===== src/rtl/pulse_capture_ctrl_pkg.sv =====
`default_nettype none
// +----------------------------------------------------------------------------+
// | Package : pulse_ctrl_pkg                                                   |
// | Brief   : State encoding and default widths for pulse_capture_ctrl.        |
// | Rev     : 1.0  initial release                                             |
// +----------------------------------------------------------------------------+
package pulse_ctrl_pkg;

  typedef enum logic [2:0] {
    ST_IDLE      = 3'd0,
    ST_WAIT_LOW  = 3'd1,
    ST_WAIT_RISE = 3'd2,
    ST_MEASURE   = 3'd3,
    ST_REPORT    = 3'd4,
    ST_DEAD      = 3'd5
  } state_e;

  localparam int DEF_CNT_W       = 16;
  localparam int DEF_SYNC_STAGES = 2;
  localparam int DEF_DEAD_CYCLES = 8;
  localparam int DEF_LED_HOLD_W  = 20;
  localparam int DEF_TIMEOUT_CYC = 60000;

endpackage
`default_nettype wire


===== src/rtl/pulse_capture_ctrl_pin_sync_edge.sv =====
`default_nettype none
// +----------------------------------------------------------------------------+
// | Module  : pin_sync_edge                                                    |
// | Brief   : Multi-stage synchroniser for an async pin plus rise/fall detect. |
// | Rev     : 1.0  initial release                                             |
// +----------------------------------------------------------------------------+
module pin_sync_edge #(
  parameter int SYNC_STAGES = 2
) (
  input  logic clk,
  input  logic rst,
  input  logic pin_in,
  output logic pin_s,
  output logic rise,
  output logic fall
);

  logic [SYNC_STAGES-1:0] sync_q, sync_d;
  logic                   prev_q, prev_d;

  always_comb begin
    sync_d = {sync_q[SYNC_STAGES-2:0], pin_in};
    prev_d = sync_q[SYNC_STAGES-1];
  end

  always_ff @(posedge clk) begin
    if (rst) begin
      sync_q <= '0;
      prev_q <= 1'b0;
    end else begin
      sync_q <= sync_d;
      prev_q <= prev_d;
    end
  end

  assign pin_s = sync_q[SYNC_STAGES-1];
  assign rise  = pin_s & ~prev_q;
  assign fall  = ~pin_s & prev_q;

endmodule
`default_nettype wire


===== src/rtl/pulse_capture_ctrl.sv =====
`default_nettype none
// +----------------------------------------------------------------------------+
// | Module  : pulse_capture_ctrl                                               |
// | Brief   : Arms on request, measures arm-to-rise delay and high width of    |
// |           one pulse, reports via valid/ready, stretches an LED per result. |
// |           Optional macro PULSE_TIMEOUT_EN aborts over-long pulses.         |
// | Rev     : 1.0  initial release                                             |
// +----------------------------------------------------------------------------+
module pulse_capture_ctrl
  import pulse_ctrl_pkg::*;
#(
  parameter int CNT_W       = DEF_CNT_W,
  parameter int SYNC_STAGES = DEF_SYNC_STAGES,
  parameter int DEAD_CYCLES = DEF_DEAD_CYCLES,
  parameter int LED_HOLD_W  = DEF_LED_HOLD_W,
  parameter int TIMEOUT_CYC = DEF_TIMEOUT_CYC
) (
  input  logic             CLK,
  input  logic             RST,
  input  logic             PIN_IN,
  input  logic             ARM,
  input  logic             CONTINUOUS,
  output logic             RES_VALID,
  input  logic             RES_READY,
  output logic [CNT_W-1:0] RES_DELAY,
  output logic [CNT_W-1:0] RES_WIDTH,
  output logic             RES_OVF,
  output logic             RES_TMO,
  output logic             BUSY,
  output logic             LED
);

`ifdef PULSE_TIMEOUT_EN
  localparam bit TMO_EN = 1'b1;
`else
  localparam bit TMO_EN = 1'b0;
`endif

  localparam logic [CNT_W-1:0] CNT_SAT   = {CNT_W{1'b1}};
  localparam logic [CNT_W-1:0] TMO_LIMIT = CNT_W'(TIMEOUT_CYC);
  localparam int               DEAD_W    = (DEAD_CYCLES > 1) ? $clog2(DEAD_CYCLES) : 1;
  localparam logic [DEAD_W-1:0] DEAD_LAST = DEAD_W'(DEAD_CYCLES - 1);

  logic pin_s, rise, fall;

  pin_sync_edge #(
    .SYNC_STAGES (SYNC_STAGES)
  ) u_sync (
    .clk    (CLK),
    .rst    (RST),
    .pin_in (PIN_IN),
    .pin_s  (pin_s),
    .rise   (rise),
    .fall   (fall)
  );

  state_e                state_q, state_d;
  logic [CNT_W-1:0]      delay_q, delay_d;
  logic [CNT_W-1:0]      width_q, width_d;
  logic                  ovf_q, ovf_d;
  logic [DEAD_W-1:0]     dead_q, dead_d;
  logic                  valid_q, valid_d;
  logic [CNT_W-1:0]      res_delay_q, res_delay_d;
  logic [CNT_W-1:0]      res_width_q, res_width_d;
  logic                  res_ovf_q, res_ovf_d;
  logic                  res_tmo_q, res_tmo_d;
  logic [LED_HOLD_W-1:0] led_q, led_d;

  logic handshake;
  logic tmo_hit;

  assign handshake = valid_q & RES_READY;
  assign tmo_hit   = TMO_EN && (width_q == TMO_LIMIT);

  always_comb begin
    state_d     = state_q;
    delay_d     = delay_q;
    width_d     = width_q;
    ovf_d       = ovf_q;
    dead_d      = dead_q;
    valid_d     = 1'b0;
    res_delay_d = res_delay_q;
    res_width_d = res_width_q;
    res_ovf_d   = res_ovf_q;
    res_tmo_d   = res_tmo_q;

    case (state_q)
      ST_IDLE: begin
        delay_d = '0;
        width_d = '0;
        ovf_d   = 1'b0;
        if (ARM) state_d = ST_WAIT_LOW;
      end

      // Re-armed captures also pass through here, so counters restart cleanly.
      ST_WAIT_LOW: begin
        delay_d = '0;
        width_d = '0;
        ovf_d   = 1'b0;
        if (!pin_s) state_d = ST_WAIT_RISE;
      end

      ST_WAIT_RISE: begin
        if (delay_q == CNT_SAT) ovf_d = 1'b1;
        else                    delay_d = delay_q + CNT_W'(1);
        if (rise) begin
          width_d = CNT_W'(1);
          state_d = ST_MEASURE;
        end
      end

      ST_MEASURE: begin
        if (fall || tmo_hit) begin
          res_delay_d = delay_q;
          res_width_d = width_q;
          res_ovf_d   = ovf_q;
          res_tmo_d   = ~fall;
          state_d     = ST_REPORT;
        end else if (pin_s) begin
          if (width_q == CNT_SAT) ovf_d = 1'b1;
          else                    width_d = width_q + CNT_W'(1);
        end
      end

      // RES_VALID trails state entry by one cycle; the handshake keys off it.
      ST_REPORT: begin
        if (handshake) begin
          dead_d  = '0;
          state_d = ST_DEAD;
        end else begin
          valid_d = 1'b1;
        end
      end

      ST_DEAD: begin
        if (dead_q == DEAD_LAST) begin
          state_d = CONTINUOUS ? ST_WAIT_LOW : ST_IDLE;
        end else begin
          dead_d = dead_q + DEAD_W'(1);
        end
      end

      default: state_d = ST_IDLE;
    endcase
  end

  always_comb begin
    led_d = led_q;
    if (handshake)         led_d = {LED_HOLD_W{1'b1}};
    else if (led_q != '0)  led_d = led_q - LED_HOLD_W'(1);
  end

  always_ff @(posedge CLK) begin
    if (RST) begin
      state_q     <= ST_IDLE;
      delay_q     <= '0;
      width_q     <= '0;
      ovf_q       <= 1'b0;
      dead_q      <= '0;
      valid_q     <= 1'b0;
      res_delay_q <= '0;
      res_width_q <= '0;
      res_ovf_q   <= 1'b0;
      res_tmo_q   <= 1'b0;
      led_q       <= '0;
    end else begin
      state_q     <= state_d;
      delay_q     <= delay_d;
      width_q     <= width_d;
      ovf_q       <= ovf_d;
      dead_q      <= dead_d;
      valid_q     <= valid_d;
      res_delay_q <= res_delay_d;
      res_width_q <= res_width_d;
      res_ovf_q   <= res_ovf_d;
      res_tmo_q   <= res_tmo_d;
      led_q       <= led_d;
    end
  end

  assign RES_VALID = valid_q;
  assign RES_DELAY = res_delay_q;
  assign RES_WIDTH = res_width_q;
  assign RES_OVF   = res_ovf_q;
  assign RES_TMO   = res_tmo_q;
  assign BUSY      = (state_q != ST_IDLE);
  assign LED       = (led_q != '0);

endmodule
`default_nettype wire


===== config.mk =====
export PLATFORM = sky130hd
export DESIGN_NAME = pulse_capture_ctrl
export DESIGN_NICKNAME = d
export VERILOG_FILES = /design/src/rtl/pulse_capture_ctrl_pkg.sv /design/src/rtl/pulse_capture_ctrl_pin_sync_edge.sv /design/src/rtl/pulse_capture_ctrl.sv
export SDC_FILE = /design/constraint.sdc
export NUM_CORES = 1
export LEC_CHECK = 0
export ABC_AREA = 1
export BUFFER_PORTS_ARGS = -buffer_cell sky130_fd_sc_hd__buf_2
export CAP_MARGIN = 5
export CORE_MARGIN = 2
export CORE_UTILIZATION = 25
export DETAILED_ROUTE_END_ITERATION = 6
export GPL_TIMING_DRIVEN = 0
export MAX_ROUTING_LAYER = met4
export PLACE_DENSITY = 0.36
export SLEW_MARGIN = 10
export SYNTH_ARGS = -nofsm -noshare
export SYNTH_HDL_FRONTEND = slang
export SYNTH_SLANG_ARGS = --single-unit

===== constraint.sdc =====
create_clock -name CLK -period 2.2 [get_ports CLK]
set_clock_uncertainty 0.15 [all_clocks]
set_input_delay 0.33 -clock CLK [delete_from_list [all_inputs] [get_ports CLK]]
set_output_delay 0.33 -clock CLK [all_outputs]
set_load 0.05 [all_outputs]

==> results of run 1 <==
-- how the worst max path moves through the flow --
stage / to / slack (ns) / cells past startpoint
finish: LED / 0.13 / 6
global route: delay_q[1]$_SDFFE_PP0P_ / 0.002 / 10
CTS: LED / 0.02 / 5
detailed placement: width_q[2]$_SDFFE_PP0P_ / -0.05 / 9
global placement: width_q[7]$_SDFFE_PP0P_ / -0.06 / 9
floorplan: led_q[1]$_SDFFE_PP0P_ / 0.36 / 8
-- area by class of cell --
class | instances | area [µm²] | share of cell area
clock buffer | 9 | 225 | 0.0384
inverter | 67 | 256 | 0.0437
sequential | 97 | 1950 | 0.332
multi-input combinational | 558 | 2640 | 0.451
tap | 265 | 332 | 0.0565
buffer | 24 | 123 | 0.0209
clock inverter | 7 | 90.1 | 0.0154
timing repair buffer | 46 | 249 | 0.0425
-- worst max-delay path, stage by stage (launching register included) --
cell                      delay, ns
sky130_fd_sc_hd__dfxtp_1       0.34
sky130_fd_sc_hd__inv_2         0.10
sky130_fd_sc_hd__ha_2          0.22
sky130_fd_sc_hd__nand3_1       0.10
sky130_fd_sc_hd__nor2_2        0.16
sky130_fd_sc_hd__nand3_4       0.13
sky130_fd_sc_hd__buf_6         0.19
-- synth_stat cells, drive strengths merged --
master / n
nand2: 170
nor2: 162
dfxtp: 97
inv: 66
a21oi: 61
o21ai: 61
nand3: 50
nand4: 18
clkbuf: 14
buf: 10
nor3: 9
or2: 7
ha: 6
a31oi: 4
xor2: 4
nand3b: 3
a21boi: 1
clkinv: 1
o21a: 1
o31ai: 1
-- repair_timing --
action | 4_1_cts | 5_1_grt
gates resized for setup | 9 | 10
pin swaps | 0 | 1
endpoints found under the setup margin | 12 | 38
hold buffers | 0 | 0
buffers inserted | 0 | 5
-- sequential cells by signal, summed over array words and instances, names as in the netlist --
register and cells:
led_q 20, RES_TMO 1, dead_q 3, state_q 3
RES_VALID 1, u_sync.prev_q 1, u_sync.sync_q 2, ovf_q 1
delay_q 16, RES_DELAY 16, width_q 16, RES_OVF 1
RES_WIDTH 16
-- per-stage QoR --
stage | cell area [µm²] | worst slack [ns] | setup TNS (ns)
floorplan | 4920 | 0.355 | 0
global placement | 5450 | -0.0557 | -0.486
detailed placement | 5450 | -0.0483 | -0.392
CTS | 5790 | 0.0159 | 0
global route | 5860 | 0.00237 | 0
finish | 5860 | 0.133 | 0
-- kinds of logic after synthesis --
kind of cell / Yosys count
AOI/OAI and AO/OA: 129
xor gates and xnor gates: 4
adders and majority gates: 6
buffers and inverters: 91
DFF: 97
and+or+nand+nor: 419
-- metal layers --
layer / global-route usage / share of wire / vias to the layer above
li1: - / - / 2531
met1: 0.231 / 0.53 / 2243
met2: 0.234 / 0.42 / 82
met3: 0.0182 / 0.030 / 15
met4: 0.0460 / 0.014 / 0
met5: - / 0 / -
-- power groups by stage --
stage | sequential, mW | combinational (mW) | clock [mW]
after floorplan | 2.13 | 1.70 | 0
after global placement | 2.15 | 2.28 | 0
after detailed placement | 2.15 | 2.29 | 0
after CTS | 2.12 | 2.35 | 1.77
after global routing | 2.16 | 2.74 | 1.82
final | 2.13 | 2.41 | 1.71
==> metrics.cfg, run 1 <==
[synth]
synthTopCellsByArea = sky130_fd_sc_hd__dfxtp_1 (39%), sky130_fd_sc_hd__nand2_1 (12%), sky130_fd_sc_hd__nor2_1 (12%)
synth.top_cell.area_share = 0.395
synth.area.mux_share = 0
sequential_fraction_of_the_synthesis_area = 0.395
synth_adder_area_share = 0.0153
synth_top_family_by_area = simple AND/OR/NAND/NOR gates
synthCells = 746
post_synth.cell_area_avg_um2 = 6.59
synth_xor_xnor_area_share = 0.00712
post-synth-top-area-cell = sky130_fd_sc_hd__dfxtp_1
synth.ff_latch_count = 97
synth_area_um2 = 4920
synth_compound_area_frac = 0.140
synth_nets = 758
total_number_of_yosys_warnings = 0
synthSimpleGateAreaFrac = 0.367
netlist-cell-type-count = 36

[worst_hold_path]
hold-path-endpoint = u_sync.sync_q[0]$_SDFF_PP0_
worstHoldStart = PIN_IN
holdPathStages = 3
hp-class = primary input to register

[global_routing]
grt_pass1_vias = 4562
grt_first_pass_wirelength_mm = 25.0
antenna_found_initial = 0
globalRouteOverflowTotal = 0
groute.usage.overall = 0.160
grt_max_degree = 20

[worst_setup_path]
timing.critical_path.to_type = output pin
kind_of_start_point_of_the_critical_path = register
crit_type = register to output pin
reg2regPathDepth = 10
worst-r2r-setup-slack_ns = 0.21
critical_path.startpoint = led_q[0]$_SDFFE_PP0P_
required_time_at_the_worst_slack_endpoint_ns = 1.72
crit_fanout = 5
r2r_end = delay_q[5]$_SDFFE_PP0P_
timing.critical_path.arrival_ns = 1.59
regToRegStartpoint = delay_q[0]$_SDFFE_PP0P_

[finish]
filler_cell_count = 2196
n_antenna_cell = 0
commonest_non_fill_non_tap_cells_in_the_layout = sky130_fd_sc_hd__nand2_1 (162), sky130_fd_sc_hd__nor2_1 (154), sky130_fd_sc_hd__dfxtp_1 (94)
commonest_non_fill_non_tap_cell_in_the_layout = sky130_fd_sc_hd__nand2_1
layout-drive-gt1-share = 0.146
area_delta_synth_final_pct = 19.3
net_count_reported_at_finish = 815
final_util = 0.302
layoutNonFillerInstCount = 1073

[route]
via_count = 4871
antenna_viol_nets_final = 0
drtPass1Iterations = 5
detailedRoute.firstIterationViolations = 296
drcViolationCount = 0
routed_wirelength_mm = 15.5
post_drt_via_cell_ratio = 4.54
avgRoutedWirePerCell_um = 14.5

[timing]
final-max-slew-violation-count = 0
final.min_clock_period_ns = 2.07
highest_clock_frequency_the_design_can_meet_mhz = 484
max_slew_margin = 0.563
final_hold_fails = 0
worstMarginPinSlew_ns = 0.656
hold_ws_ns = 0.0423
period_share = 0.940
rsz0062_at_grt = no
final_setup_violating_endpoints = 0

[placement]
placement.io_buffers = 41
gpl.final_weighted_congestion = 0.842
hpwl_mm = 11.7
dp_cells = 1052

[clock_tree]
htreeDepth = 3
clk-insertion-delay-late_ns = 0.35
root_buf_cell = sky130_fd_sc_hd__clkbuf_16
tritoncts_num_sinks = 97
cts.reportedPaths.clkPinSlew_ns = 0.07
cts-root-to-sink-buffers = 2
numCtsBuffers = 9
tritoncts = done

[power_and_ir_drop]
clock_power_share = 0.274
swShare = 0.419
comb_power_share = 0.386
p_leak_nw = 2.37
p_seq_frac = 0.340
ir_drop_uv = 404
totalPowerFinal_mw = 6.24
power_density_over_cell_area_nw_per_um2 = 1060
p_int_mw = 3.63
net-switching-power_mw = 2.62

[floorplanning]
floorplan.core_area_um2 = 19400
rows = 51
die_height_um = 144
dieArea_um2 = 20800
ios = 43
floorplan.initialDensity = 0.253
floorplan.die.width_um = 144

[flow_run]
max_cap_violations = 0

[status]
outcome = complete, no violations

No activity file was read; power rests on OpenSTA's default activity.
==> inputs of run 2 (changes only) <==
--- a/config.mk
+++ b/config.mk
@@ -10,10 +10,12 @@
 export CAP_MARGIN = 5
 export CORE_MARGIN = 2
 export CORE_UTILIZATION = 25
+export CTS_BUF_LIST = sky130_fd_sc_hd__clkbuf_4
 export DETAILED_ROUTE_END_ITERATION = 6
 export GPL_TIMING_DRIVEN = 0
 export MAX_ROUTING_LAYER = met4
 export PLACE_DENSITY = 0.36
+export SKIP_CTS_REPAIR_TIMING = 1
 export SLEW_MARGIN = 10
 export SYNTH_ARGS = -nofsm -noshare
 export SYNTH_HDL_FRONTEND = slang
==> run 2 against run 1 <==
Global-route usage barely moved. Fmax fell by 1.8%. Combinational power grew 2%. Critical path depth unchanged. Highest routed layer unchanged.
==> metrics.cfg, run 2 (same netlist as run 1, synthesis figures left out) <==
[timing]
final_hold_fails = 0  ; unchanged
worstMarginPinSlew_ns = 0.658  ; was 0.656 ns
final_setup_violating_endpoints = 0  ; unchanged
final-max-slew-violation-count = 0  ; unchanged
highest_clock_frequency_the_design_can_meet_mhz = 475  ; was 484 MHz
layout_setup_ws_ns = 0.0943  ; was 0.133 ns
period_share = 0.957  ; was 0.940
totalNegativeSetupSlack_ns = 0  ; unchanged
final.min_clock_period_ns = 2.11  ; was 2.07 ns
max_slew_margin = 0.561  ; was 0.563

[route]
drcViolationCount = 0  ; unchanged
detailedRoute.firstIterationViolations = 305  ; was 296
post_drt_via_cell_ratio = 4.51  ; was 4.54
drtPass1Iterations = 5  ; unchanged
avgRoutedWirePerCell_um = 14.5  ; about the same
routed_wirelength_mm = 15.6  ; was 15.5 mm
antenna_viol_nets_final = 0  ; unchanged
via_count = 4848  ; was 4871

[placement]
placement.io_buffers = 41  ; unchanged
placed_cell_area_um2 = 5450  ; unchanged
hpwl_mm = 11.7  ; unchanged
gpl.final_weighted_congestion = 0.842  ; unchanged
pre_cts_ws_ns = -0.0483  ; unchanged
dp_cells = 1052  ; unchanged

[finish]
commonest_non_fill_non_tap_cells_in_the_layout = sky130_fd_sc_hd__nand2_1 (161), sky130_fd_sc_hd__nor2_1 (151), sky130_fd_sc_hd__dfxtp_1 (91)  ; was sky130_fd_sc_hd__nand2_1 (162), sky130_fd_sc_hd__nor2_1 (154), sky130_fd_sc_hd__dfxtp_1 (94)
regMostFlops = led_q  ; unchanged
layout-drive-gt1-share = 0.158  ; was 0.146
net_count_reported_at_finish = 816  ; was 815
area_delta_synth_final_pct = 17.3  ; was 19.3%
filler_cell_count = 2223  ; was 2196
postLayoutCellArea_um2 = 5770  ; was 5860 µm²
layoutNonFillerInstCount = 1075  ; was 1073
number_of_flip_flops_under_the_largest_register_name = 20  ; unchanged
multi_input_area_um2 = 2680  ; was 2640 µm²
sequential_cell_area_um2 = 1950  ; about the same
commonest_non_fill_non_tap_cell_in_the_layout = sky130_fd_sc_hd__nand2_1  ; unchanged
final_util = 0.297  ; was 0.302

[status]
outcome = complete, no violations  ; unchanged

[global_routing]
grt_pass1_vias = 4530  ; was 4562
grt_max_degree = 20  ; unchanged
antenna_found_initial = 1  ; was 0
globalRouteOverflowTotal = 0  ; unchanged
groute.usage.overall = 0.160  ; about the same
grt_first_pass_wirelength_mm = 24.9  ; was 25.0 mm

[worst_setup_path]
cp_slowest_cell = sky130_fd_sc_hd__dfxtp_2  ; was sky130_fd_sc_hd__dfxtp_1
crit_fanout = 5  ; unchanged
crit_type = register to output pin  ; unchanged
timing.critical_path.slowest_cell_delay_ns = 0.38  ; was 0.34 ns
regToRegStartpoint = delay_q[1]$_SDFFE_PP0P_  ; was delay_q[0]$_SDFFE_PP0P_
critical_path.n_buffers_inverters = 2  ; unchanged
crit_chain = inv_4 > ha_4 > nand3_1 > nor2_2 > nand3_4 > buf_6  ; was inv_2 > ha_2 > nand3_1 > nor2_2 > nand3_4 > buf_6
kind_of_start_point_of_the_critical_path = register  ; unchanged
timing.critical_path.to_type = output pin  ; unchanged
r2r_end = delay_q[5]$_SDFFE_PP0P_  ; unchanged
timing.critical_path.arrival_ns = 1.63  ; was 1.59 ns
worst-r2r-setup-slack_ns = 0.20  ; was 0.21 ns
critical_path.startpoint = led_q[0]$_SDFFE_PP0P_  ; unchanged
dominant_delay_contributor_by_cell_family_on_the_critical_path = flip-flops  ; was simple AND/OR/NAND/NOR gates
reg2regPathDepth = 10  ; unchanged
required_time_at_the_worst_slack_endpoint_ns = 1.72  ; about the same

[worst_hold_path]
worstHoldStart = ARM  ; was PIN_IN
holdPathStages = 6  ; was 3
hold-path-endpoint = state_q[0]$_SDFFE_PP0P_  ; was u_sync.sync_q[0]$_SDFF_PP0_
hp-class = primary input to register  ; unchanged

[floorplanning]
ios = 43  ; unchanged
die_height_um = 144  ; unchanged
floorplan.die.width_um = 144  ; unchanged
floorplan.initialDensity = 0.253  ; unchanged
rows = 51  ; unchanged
dieArea_um2 = 20800  ; unchanged
floorplan.core_area_um2 = 19400  ; unchanged

[clock_tree]
tritoncts_num_sinks = 97  ; unchanged
htreeDepth = 3  ; unchanged
root_buf_cell = sky130_fd_sc_hd__clkbuf_4  ; was sky130_fd_sc_hd__clkbuf_16
clk-insertion-delay-late_ns = 0.48  ; was 0.35 ns
tritoncts = done  ; unchanged
numCtsBuffers = 9  ; unchanged
cts-root-to-sink-buffers = 2  ; unchanged
cts.reportedPaths.clkPinSlew_ns = 0.17  ; was 0.07 ns

[power_and_ir_drop]
power_density_over_cell_area_nw_per_um2 = 995  ; was 1060 nW/µm²
p_leak_nw = 2.31  ; was 2.37 nW
ir_drop_uv = 264  ; was 404 µV

[flow_run]
max_cap_violations = 0  ; unchanged

==> run 2: cell count changes in the layout (fill, tap and decap cells not counted), moves of 2 or more <==
cell,delta
sky130_fd_sc_hd__clkbuf_16,-9
sky130_fd_sc_hd__clkbuf_4,+9
sky130_fd_sc_hd__dfxtp_1,-3
sky130_fd_sc_hd__dfxtp_4,+2
sky130_fd_sc_hd__inv_1,-2
sky130_fd_sc_hd__nor2_1,-3
sky130_fd_sc_hd__nor2_4,+2
==> run 2: how the worst max path moves through the flow <==
stage / endpoint / slack (ns) / depth (start not counted)
floorplan: led_q[1]$_SDFFE_PP0P_ / 0.36 / 8
global placement: width_q[7]$_SDFFE_PP0P_ / -0.06 / 9
detailed placement: width_q[2]$_SDFFE_PP0P_ / -0.05 / 9
CTS: LED / -0.36 / 5
global route: LED / -0.009 / 6
finish: LED / 0.09 / 6
==> run 2: cell type report <==
| class | count | area share |
|---|---|---|
| antenna | 1 | 0.000434 |
| buffer | 24 | 0.0213 |
| multi-input combinational | 558 | 0.465 |
| inverter | 67 | 0.0449 |
| clock buffer | 9 | 0.0117 |
| tap | 265 | 0.0575 |
| timing repair buffer | 47 | 0.0449 |
| sequential | 97 | 0.339 |
| clock inverter | 7 | 0.0156 |
==> run 2: report_power, final <==
part,switching [mW],total [mW],internal [mW]
logic,1.66,2.47,0.815
registers,0.211,2.15,1.94
clock network,0.734,1.11,0.377
==> run 2: worst min-delay path, stage by stage <==
cell and delay (ns):
sky130_fd_sc_hd__buf_2 0.09, sky130_fd_sc_hd__o21ai_0 0.08, sky130_fd_sc_hd__inv_1 0.07, sky130_fd_sc_hd__nand3_1 0.07, sky130_fd_sc_hd__nand2_1 0.06, sky130_fd_sc_hd__a21oi_1 0.03
==> run 2: per-layer routing <==
| layer | share of wire | vias up | global-route usage |
|---|---|---|---|
| met5 | 0 | - | - |
| met4 | 0.014 | 0 | 0.0506 |
| met3 | 0.025 | 13 | 0.0182 |
| met2 | 0.42 | 71 | 0.235 |
| met1 | 0.54 | 2235 | 0.230 |
| li1 | - | 2529 | - |
==> run 2: through the flow <==
step	power, mW	hold WS (ns)
2_1_floorplan	3.83	0.238
3_3_place_gp	4.43	0.250
3_5_place_dp	4.44	0.245
4_1_cts	5.58	-0.154
5_1_grt	6.20	0.131
6_report	5.74	0.126
